### src/rtl/seq_detect_sched.sv
// seq_detect_sched
// Shares one serial sequence detector among N_REQ requesters, served in
// round-robin order. For each accepted word the block clears the detector,
// streams the word into it MSB-first, counts det_out pulses over a W-cycle
// window aligned to the detector latency, then returns the count tagged with
// the requester id.
//
// Ports:
//   clk        rising-edge clock
//   reset      asynchronous active-high reset
//   req_valid  per-requester pending flag
//   req_data   word of requester i at [i*W +: W]
//   req_ready  one-hot grant (combinational, only while idle)
//   det_reset  registered clear to the detector
//   det_in     registered serial bit to the detector
//   det_out    detector match flag
//   rsp_valid  response available
//   rsp_id     index of the served requester
//   rsp_count  saturating count of det_out=1 cycles in the window
//   rsp_ready  response consumer ready
//   busy       high whenever a frame is in flight or awaiting handshake
module seq_detect_sched #(
    parameter int N_REQ   = 4,
    parameter int W       = 8,
    parameter int CNT_W   = 4,
    parameter int DET_LAT = 1,
    localparam int ID_W   = (N_REQ > 1) ? $clog2(N_REQ) : 1
) (
    input  logic                 clk,
    input  logic                 reset,
    input  logic [N_REQ-1:0]     req_valid,
    input  logic [N_REQ*W-1:0]   req_data,
    output logic [N_REQ-1:0]     req_ready,
    output logic                 det_reset,
    output logic                 det_in,
    input  logic                 det_out,
    output logic                 rsp_valid,
    output logic [ID_W-1:0]      rsp_id,
    output logic [CNT_W-1:0]     rsp_count,
    input  logic                 rsp_ready,
    output logic                 busy
);

    // step counts cycles from the first SHIFT cycle through the last DRAIN cycle
    localparam int STEP_W = $clog2(W + DET_LAT + 1);
    localparam logic [STEP_W-1:0] SHIFT_LAST = STEP_W'(W - 1);
    localparam logic [STEP_W-1:0] LAST_STEP  = STEP_W'(W + DET_LAT - 1);
    localparam logic [CNT_W-1:0]  CNT_MAX    = '1;

    typedef enum logic [2:0] {
        IDLE,
        CLEAR,
        SHIFT,
        DRAIN,
        RESP
    } state_t;

    state_t             state;
    logic [ID_W-1:0]    rr_ptr;
    logic [W-1:0]       shift_reg;
    logic [CNT_W-1:0]   cnt;
    logic [CNT_W-1:0]   cnt_next;
    logic [STEP_W-1:0]  step;
    logic               grant_found;
    logic [ID_W-1:0]    grant_idx;

    // Round-robin search starting at rr_ptr.
    always_comb begin
        grant_found = 1'b0;
        grant_idx   = '0;
        for (int k = 0; k < N_REQ; k++) begin
            int j;
            j = int'(rr_ptr) + k;
            if (j >= N_REQ) begin
                j = j - N_REQ;
            end
            if (!grant_found && req_valid[j]) begin
                grant_found = 1'b1;
                grant_idx   = ID_W'(j);
            end
        end
    end

    // Grant is visible only while idle and never while reset is held, so a
    // requester cannot believe it was accepted by a frame that gets discarded.
    generate
        for (genvar gi = 0; gi < N_REQ; gi++) begin : g_ready
            assign req_ready[gi] = (state == IDLE) && !reset && grant_found
                                   && (grant_idx == ID_W'(gi));
        end
    endgenerate

    // det_out is counted only once the first streamed bit can have produced a
    // response; earlier pulses (e.g. during CLEAR) belong to no bit of ours.
    always_comb begin
        cnt_next = cnt;
        if ((int'(step) >= DET_LAT) && det_out && (cnt != CNT_MAX)) begin
            cnt_next = cnt + 1'b1;
        end
    end

    assign busy = (state != IDLE);

    always_ff @(posedge clk or posedge reset) begin
        if (reset) begin
            state     <= IDLE;
            rr_ptr    <= '0;
            shift_reg <= '0;
            cnt       <= '0;
            step      <= '0;
            det_reset <= 1'b1;
            det_in    <= 1'b0;
            rsp_valid <= 1'b0;
            rsp_id    <= '0;
            rsp_count <= '0;
        end else begin
            case (state)
                IDLE: begin
                    det_reset <= 1'b0;
                    det_in    <= 1'b0;
                    if (grant_found) begin
                        shift_reg <= req_data[grant_idx*W +: W];
                        rsp_id    <= grant_idx;
                        rr_ptr    <= (int'(grant_idx) == N_REQ - 1) ? '0 : grant_idx + 1'b1;
                        cnt       <= '0;
                        det_reset <= 1'b1;
                        state     <= CLEAR;
                    end
                end
                CLEAR: begin
                    det_reset <= 1'b0;
                    det_in    <= shift_reg[W-1];
                    shift_reg <= {shift_reg[W-2:0], 1'b0};
                    step      <= '0;
                    state     <= SHIFT;
                end
                SHIFT, DRAIN: begin
                    cnt  <= cnt_next;
                    step <= step + 1'b1;
                    if (step == LAST_STEP) begin
                        det_in    <= 1'b0;
                        rsp_count <= cnt_next;
                        rsp_valid <= 1'b1;
                        state     <= RESP;
                    end else if ((state == SHIFT) && (step != SHIFT_LAST)) begin
                        det_in    <= shift_reg[W-1];
                        shift_reg <= {shift_reg[W-2:0], 1'b0};
                    end else begin
                        det_in <= 1'b0;
                        state  <= DRAIN;
                    end
                end
                RESP: begin
                    if (rsp_ready) begin
                        rsp_valid <= 1'b0;
                        state     <= IDLE;
                    end
                end
                default: begin
                    state <= IDLE;
                end
            endcase
        end
    end

endmodule
### config.mk
export PLATFORM = sky130hd
export DESIGN_NAME = seq_detect_sched
export DESIGN_NICKNAME = d
export VERILOG_FILES = /design/src/rtl/seq_detect_sched.sv
export SDC_FILE = /design/constraint.sdc
export NUM_CORES = 1
export LEC_CHECK = 0
export CAP_MARGIN = 0
export CORE_ASPECT_RATIO = 1.5
export CORE_MARGIN = 2
export CORE_UTILIZATION = 48
export DETAILED_ROUTE_END_ITERATION = 10
export GPL_TIMING_DRIVEN = 0
export PLACE_DENSITY = 0.86
export SLEW_MARGIN = 20
export SYNTH_ARGS = -nofsm -noshare
export SYNTH_HDL_FRONTEND = slang
export SYNTH_SLANG_ARGS = --single-unit
### constraint.sdc
create_clock -name clk -period 2.35 [get_ports clk]
set_input_delay 0.47 -clock clk [delete_from_list [all_inputs] [get_ports clk]]
set_output_delay 0.47 -clock clk [all_outputs]
set_load 0.1 [all_outputs]
==> flow_summary.ini, run 1 <==
[place]
port_buffers = 53
place_area_um2 = 2500
hpwl_um = 3220
place_congestion = 0.797

[worst_setup_path]
crit_arrival_ns = 1.98
crit_type = reg -> out
r2r_cells = 9
worstPathRequired_ns = 1.88
start_kind = flip-flop
cp_cell_sequence = ha_2, nand3b_1, o2111ai_2, a21o_4, nor2_4, and3_4, buf_12
crit_fanout = 6
crit_path_end_kind = primary output
critPathMaxStageDelay_ns = 0.43
cp_slowest_cell = dfrtp_2

[logic_synthesis]
ys_ff_latch = 30
avgSynthCellArea_um2 = 9.37
yosys.area.top_type = dfrtp_1
synth_flop_cell = dfrtp_1
netlist_instances = 203
async_flop_share_pct = 100
yosysWarnings = 0
yosysTopAreaCellShare_pct = 38.2
syn-cell-area_um2 = 1900
synth_nets = 251
netlist_top_cells_count = nand2_1, dfrtp_1, mux2i_1, nor2_1, o21ai_0
ys_types = 41
ys_seq_area_share_pct = 39.5
synthTopCellsByArea = dfrtp_1, mux2i_1, nand2_1
yosysMostFrequentCell = nand2_1
synth_edf_count = 0

[timing]
setup_violations = 4
skew_ns = 0.00757
finalHoldViolations = 0
maxSlewViolCount = 0
fin_crit_ns = 2.45
setup_ws_ns = -0.105
tightest_slew_ns = 0.981
period_share_pct = 104
rsz0062_at_grt = yes
relSlewSlack_pct = 34.4
max_freq_mhz = 407
whs_ns = 0.481

[die]
die_area_um2 = 4490
start_util_pct = 48.9
core_um2 = 3890
num_rows = 28
io_pins = 54
die_h_um = 81.1
die_w_um = 55.4

[detailed_routing]
routed_wl_um = 4740
vias_per_cell = 5.56
drc = 0
final_antenna_net_count = 0
routedWlPerCell_um = 14.8
first_pass_iters = 4
via_count = 1780
drtIter0Drc = 81

[finish]
antennaDiodeCount = 0
drive_gt1_share_pct = 19.6
final_core_util_pct = 71.1
final_nets = 322
fill_cells = 282
seq_area_um2 = 753
design_area_um2 = 2770
syn_to_final_growth_pct = 45.4
multiInputGateArea_um2 = 1120
largest_reg_flops = 8

[pwr]
vdd.ir_drop.worst_mv = 1.16
leakage_uw = 0.00127
p_per_area_nw_per_um2 = 1270

[run_status]
status = finished, violations left
violations = negative setup slack

[clocking]
ctsHoldBuffers = 0
htreeDepth = 2
path_clk_slew_ns = 0.07
cts_buffers = 5
root_buffer = clkbuf_8
insertion_delay_ns = 0.29
cts_tree = built
clock_path_buffers = 2
cts_sinks = 30

[global_routing]
antenna_found_initial = 0
grt-ovfl-total = 0
grt_max_degree = 35
grt_usage_pct = 22.4
grt_pass1_wl_um = 7870
grt_pass1_vias = 1741

[hold_path]
hp-class = reg -> reg
whs_path_depth = 2

[flow_run]
max-cap-violations = 0
metrics by stage:
stage               total power (µW)  std cells  worst slack, ns  setup TNS, ns
floorplan                       2400        203          -0.0464        -0.0927
global placement                2790        301            -1.48          -7.97
detailed placement              2860        301            -1.50          -8.61
CTS                             3460        319          -0.0688         -0.246
global route                    3740        320           -0.181         -0.704
finish                          3520        320           -0.105         -0.404
cell usage in the layout (no fill, tap or decap), types with 3 or more instances in the layout:
cell type        count
buf_2                3
clkbuf_8             6
buf_4               14
nor3_1               3
buf_12               5
nand3_1              7
o21ai_0             10
o21ai_1              7
nor2_1              13
and3_4               4
nand2_1             30
inv_1                7
a221o_1              7
a21oi_1              6
clkbuf_1             6
nor2b_1              4
mux2i_1             27
nand2b_1             3
clkdlybuf4s50_1     43
dfrtp_1             28
ha_1                 5
final cells by class:
| cell class | instances | area share, % |
|---|---|---|
| plain buffers | 9 | 2.35 |
| well taps | 45 | 2.04 |
| multi-input cells | 154 | 40.5 |
| inverters | 9 | 1.22 |
| repair buffers | 65 | 23.3 |
| clock buffers | 7 | 3.12 |
| clock inverters | 1 | 0.181 |
| flip-flops and latches | 30 | 27.2 |
layer usage:
layer	vias up	track usage, %	routed length, µm
met5	-	0	0
met4	0	10.7	92
met3	7	4.30	191
met2	60	42.9	2680
met1	857	23.4	1780
li1	856	-	-
final timing paths:
| path | end | slack (ns) | start |
|---|---|---|---|
| hold / removal | rsp_count[2] | 0.48 | rsp_count[2] |
| hold reg to reg | rsp_count[2] | 0.48 | rsp_count[2] |
| min in group asynchronous | cnt[0] | 0.61 | reset |
| max in group asynchronous | step[0] | 1.25 | reset |
| setup / recovery | req_ready[1] | -0.10 | step[0] |
| setup reg to reg | rsp_count[0] | 0.31 | step[1] |
kinds of logic (layout without fill, tap and decap cells):
family                     count (synthesis)  count (layout)  share of synthesized area [%]
muxes                                     27              27                           14.2
DFF                                       30              30                           39.5
buffers and inverters                     19              91                           5.53
AOI/OAI and AO/OA                         43              43                           15.8
xor gates and xnor gates                   2               2                          0.921
adders and majority gates                  8               8                           5.26
and+or+nand+nor                           74              74                           18.8
repair_timing:
| item | in CTS | in global routing |
|---|---|---|
| pin swaps | 8 | 5 |
| endpoints found under the setup margin | 11 | 5 |
| setup buffers | 11 | 1 |
| gates resized for setup | 67 | 4 |
power by group:
part	switching [µW]	internal, µW
Sequential	214	740
Clock	196	236
Combinational	1310	822
critical path, delay by kind of cell, from the launching register on:
family	cells	cell delay (ns)
AOI/OAI and AO/OA	2	0.36
adders and majority gates	1	0.21
buffers and inverters	1	0.17
DFF	1	0.43
and+or+nand+nor	3	0.53
Power figures use the tool's default switching activity.
==> inputs of run 2 (changes only) <==
--- a/config.mk
+++ b/config.mk
@@ -9,6 +9,7 @@
 export CORE_ASPECT_RATIO = 1.5
 export CORE_MARGIN = 2
 export CORE_UTILIZATION = 48
+export CTS_CLUSTER_SIZE = 12
 export DETAILED_ROUTE_END_ITERATION = 10
 export GPL_TIMING_DRIVEN = 0
 export PLACE_DENSITY = 0.86
==> results of run 2 <==
Same layout as run 1: the final DEF is identical, and so are final timing and power.
==> inputs of run 3 (changes only) <==
--- a/config.mk
+++ b/config.mk
@@ -9,6 +9,7 @@
 export CORE_ASPECT_RATIO = 1.5
 export CORE_MARGIN = 2
 export CORE_UTILIZATION = 48
+export CTS_CLUSTER_DIAMETER = 100
 export CTS_CLUSTER_SIZE = 12
 export DETAILED_ROUTE_END_ITERATION = 10
 export GPL_TIMING_DRIVEN = 0
==> constraint.sdc (replaced) <==
create_clock -name clk -period 2.3 [get_ports clk]
set_input_delay 0.46 -clock clk [delete_from_list [all_inputs] [get_ports clk]]
set_output_delay 0.46 -clock clk [all_outputs]
set_load 0.1 [all_outputs]
==> run 3 against run 2 <==
  * Cell count increased by 0.94%
  * Utilization increased by 0.51 points
  * Routed wire length fell by 0.84%
  * The run still ends with negative setup slack left
  * Combinational power is 3% higher
  * Die area unchanged
  * Setup slack got worse by 0.063 ns
==> flow_summary.ini, run 3 (synthesized netlist as in run 1, its figures left out) <==
[timing]
finalHoldViolations = 0
setup_ws_ns = -0.168
relSlewSlack_pct = 33.9
tightest_slew_ns = 0.988
setup_violations = 4
maxSlewViolCount = 0
fin_crit_ns = 2.47
max_freq_mhz = 405
skew_ns = 0.00555
rsz0062_at_grt = yes
period_share_pct = 107
whs_ns = 0.485

[hold_path]
hp-class = reg -> reg
whs_path_depth = 2

[die]
die_w_um = 55.4
io_pins = 54
die_area_um2 = 4490
die_h_um = 81.1
start_util_pct = 48.9
core_um2 = 3890
num_rows = 28

[finish]
drive_gt1_share_pct = 19.1
antennaDiodeCount = 0
final_nets = 325
syn_to_final_growth_pct = 46.4
most-common-layout-cells = clkdlybuf4s50_1, nand2_1, dfrtp_1
final_common_cell = clkdlybuf4s50_1
fill_cells = 265
largest_reg_flops = 8

[global_routing]
grt-ovfl-total = 0
antenna_found_initial = 0
grt_pass1_vias = 1714
grt_usage_pct = 20.9
grt_pass1_wl_um = 7330
grt_max_degree = 35

[worst_setup_path]
crit_arrival_ns = 2.01
crit_type = reg -> out
start_kind = flip-flop
crit_path_end_kind = primary output
worstPathRequired_ns = 1.84
r2r_cells = 9
crit_fanout = 6

[detailed_routing]
routed_wl_um = 4700
vias_per_cell = 5.49
drc = 0
routedWlPerCell_um = 14.6
first_pass_iters = 4
drtIter0Drc = 48
via_count = 1772
final_antenna_net_count = 0

[clocking]
clock_path_buffers = 2
insertion_delay_ns = 0.28
htreeDepth = 2
path_clk_slew_ns = 0.06
cts_sinks = 30
cts_buffers = 5
root_buffer = clkbuf_8
cts_tree = built

[place]
place_congestion = 0.812
hpwl_um = 3170
preCtsSetupSlack_ns = -1.52
port_buffers = 53

[flow_run]
max-cap-violations = 0

[pwr]
vdd.ir_drop.worst_mv = 1.18
p_per_area_nw_per_um2 = 1290
leakage_uw = 0.00129

[run_status]
status = finished, violations left
violations = negative setup slack
==> run 3: changes by cell type in the layout (fill, tap and decap cells not counted), sizes merged <==
cell           before  now
buf                23   24
dlymetal6s2s        0    1
clkdlybuf4s50      43   42
clkdlybuf4s15       1    3
==> run 3: final cells by class <==
class | instances | area [µm²] | area share [%]
multi-input combinational | 154 | 1120 | 40.2
sequential | 30 | 752 | 27.0
timing repair buffer | 69 | 688 | 24.7
clock buffer | 7 | 86.3 | 3.10
tap | 45 | 56.3 | 2.02
buffer | 8 | 45.0 | 1.62
inverter | 9 | 33.8 | 1.21
clock inverter | 1 | 5.00 | 0.180
==> run 3: per-stage QoR <==
step                      total power (µW)  cell area [µm²]  util [%]  setup TNS (ns)  std cells
after floorplan                       2460             1910         -          -0.189        203
after global placement                2850             2500      64.3           -8.72        301
after detailed placement              2910             2500      64.3           -9.26        301
after CTS                             3490             2750      70.6          -0.496        320
after global routing                  3810             2790      71.6          -0.975        323
final                                 3600             2790      71.6          -0.664        323
==> run 3: power breakdown <==
group | switching, µW | total (µW) | internal (µW)
registers | 216 | 970 | 755
logic | 1340 | 2190 | 847
clock network | 196 | 437 | 241
total | 1760 | 3600 | 1840
==> run 3: path summary, 6_finish.rpt <==
check	startpoint	end	slack, ns
worst max-delay path	step[0]	req_ready[2]	-0.17
worst min register to register	rsp_count[0]	rsp_count[0]	0.48
worst min-delay path	rsp_count[0]	rsp_count[0]	0.48
worst max register to register	rr_ptr[0]	shift_reg[7]	0.18
max in group asynchronous	reset	rsp_valid	1.24
min in group asynchronous	reset	cnt[0]	0.61
==> run 3: repair_timing <==
action,in CTS,in global routing
resized for setup,59,6
hold buffers,0,0
setup buffers,13,3
endpoints found under the setup margin,11,6
pin swaps,9,6
==> run 3: metal layers <==
layer | GRT usage [%] | share of wire (%) | up-vias
li1 | - | - | 867
met1 | 21.7 | 36 | 842
met2 | 38.8 | 57 | 52
met3 | 4.62 | 4.4 | 11
met4 | 11.5 | 2.4 | 0
met5 | 0 | 0 | -
==> run 3: critical path, cell delays in order, from the launching register on <==
cell       delay [ns]
dfrtp_1          0.42
ha_2             0.21
nand3b_1         0.14
o2111ai_4        0.13
a21o_4           0.24
nor2_4           0.19
and3_4           0.22
buf_12           0.17
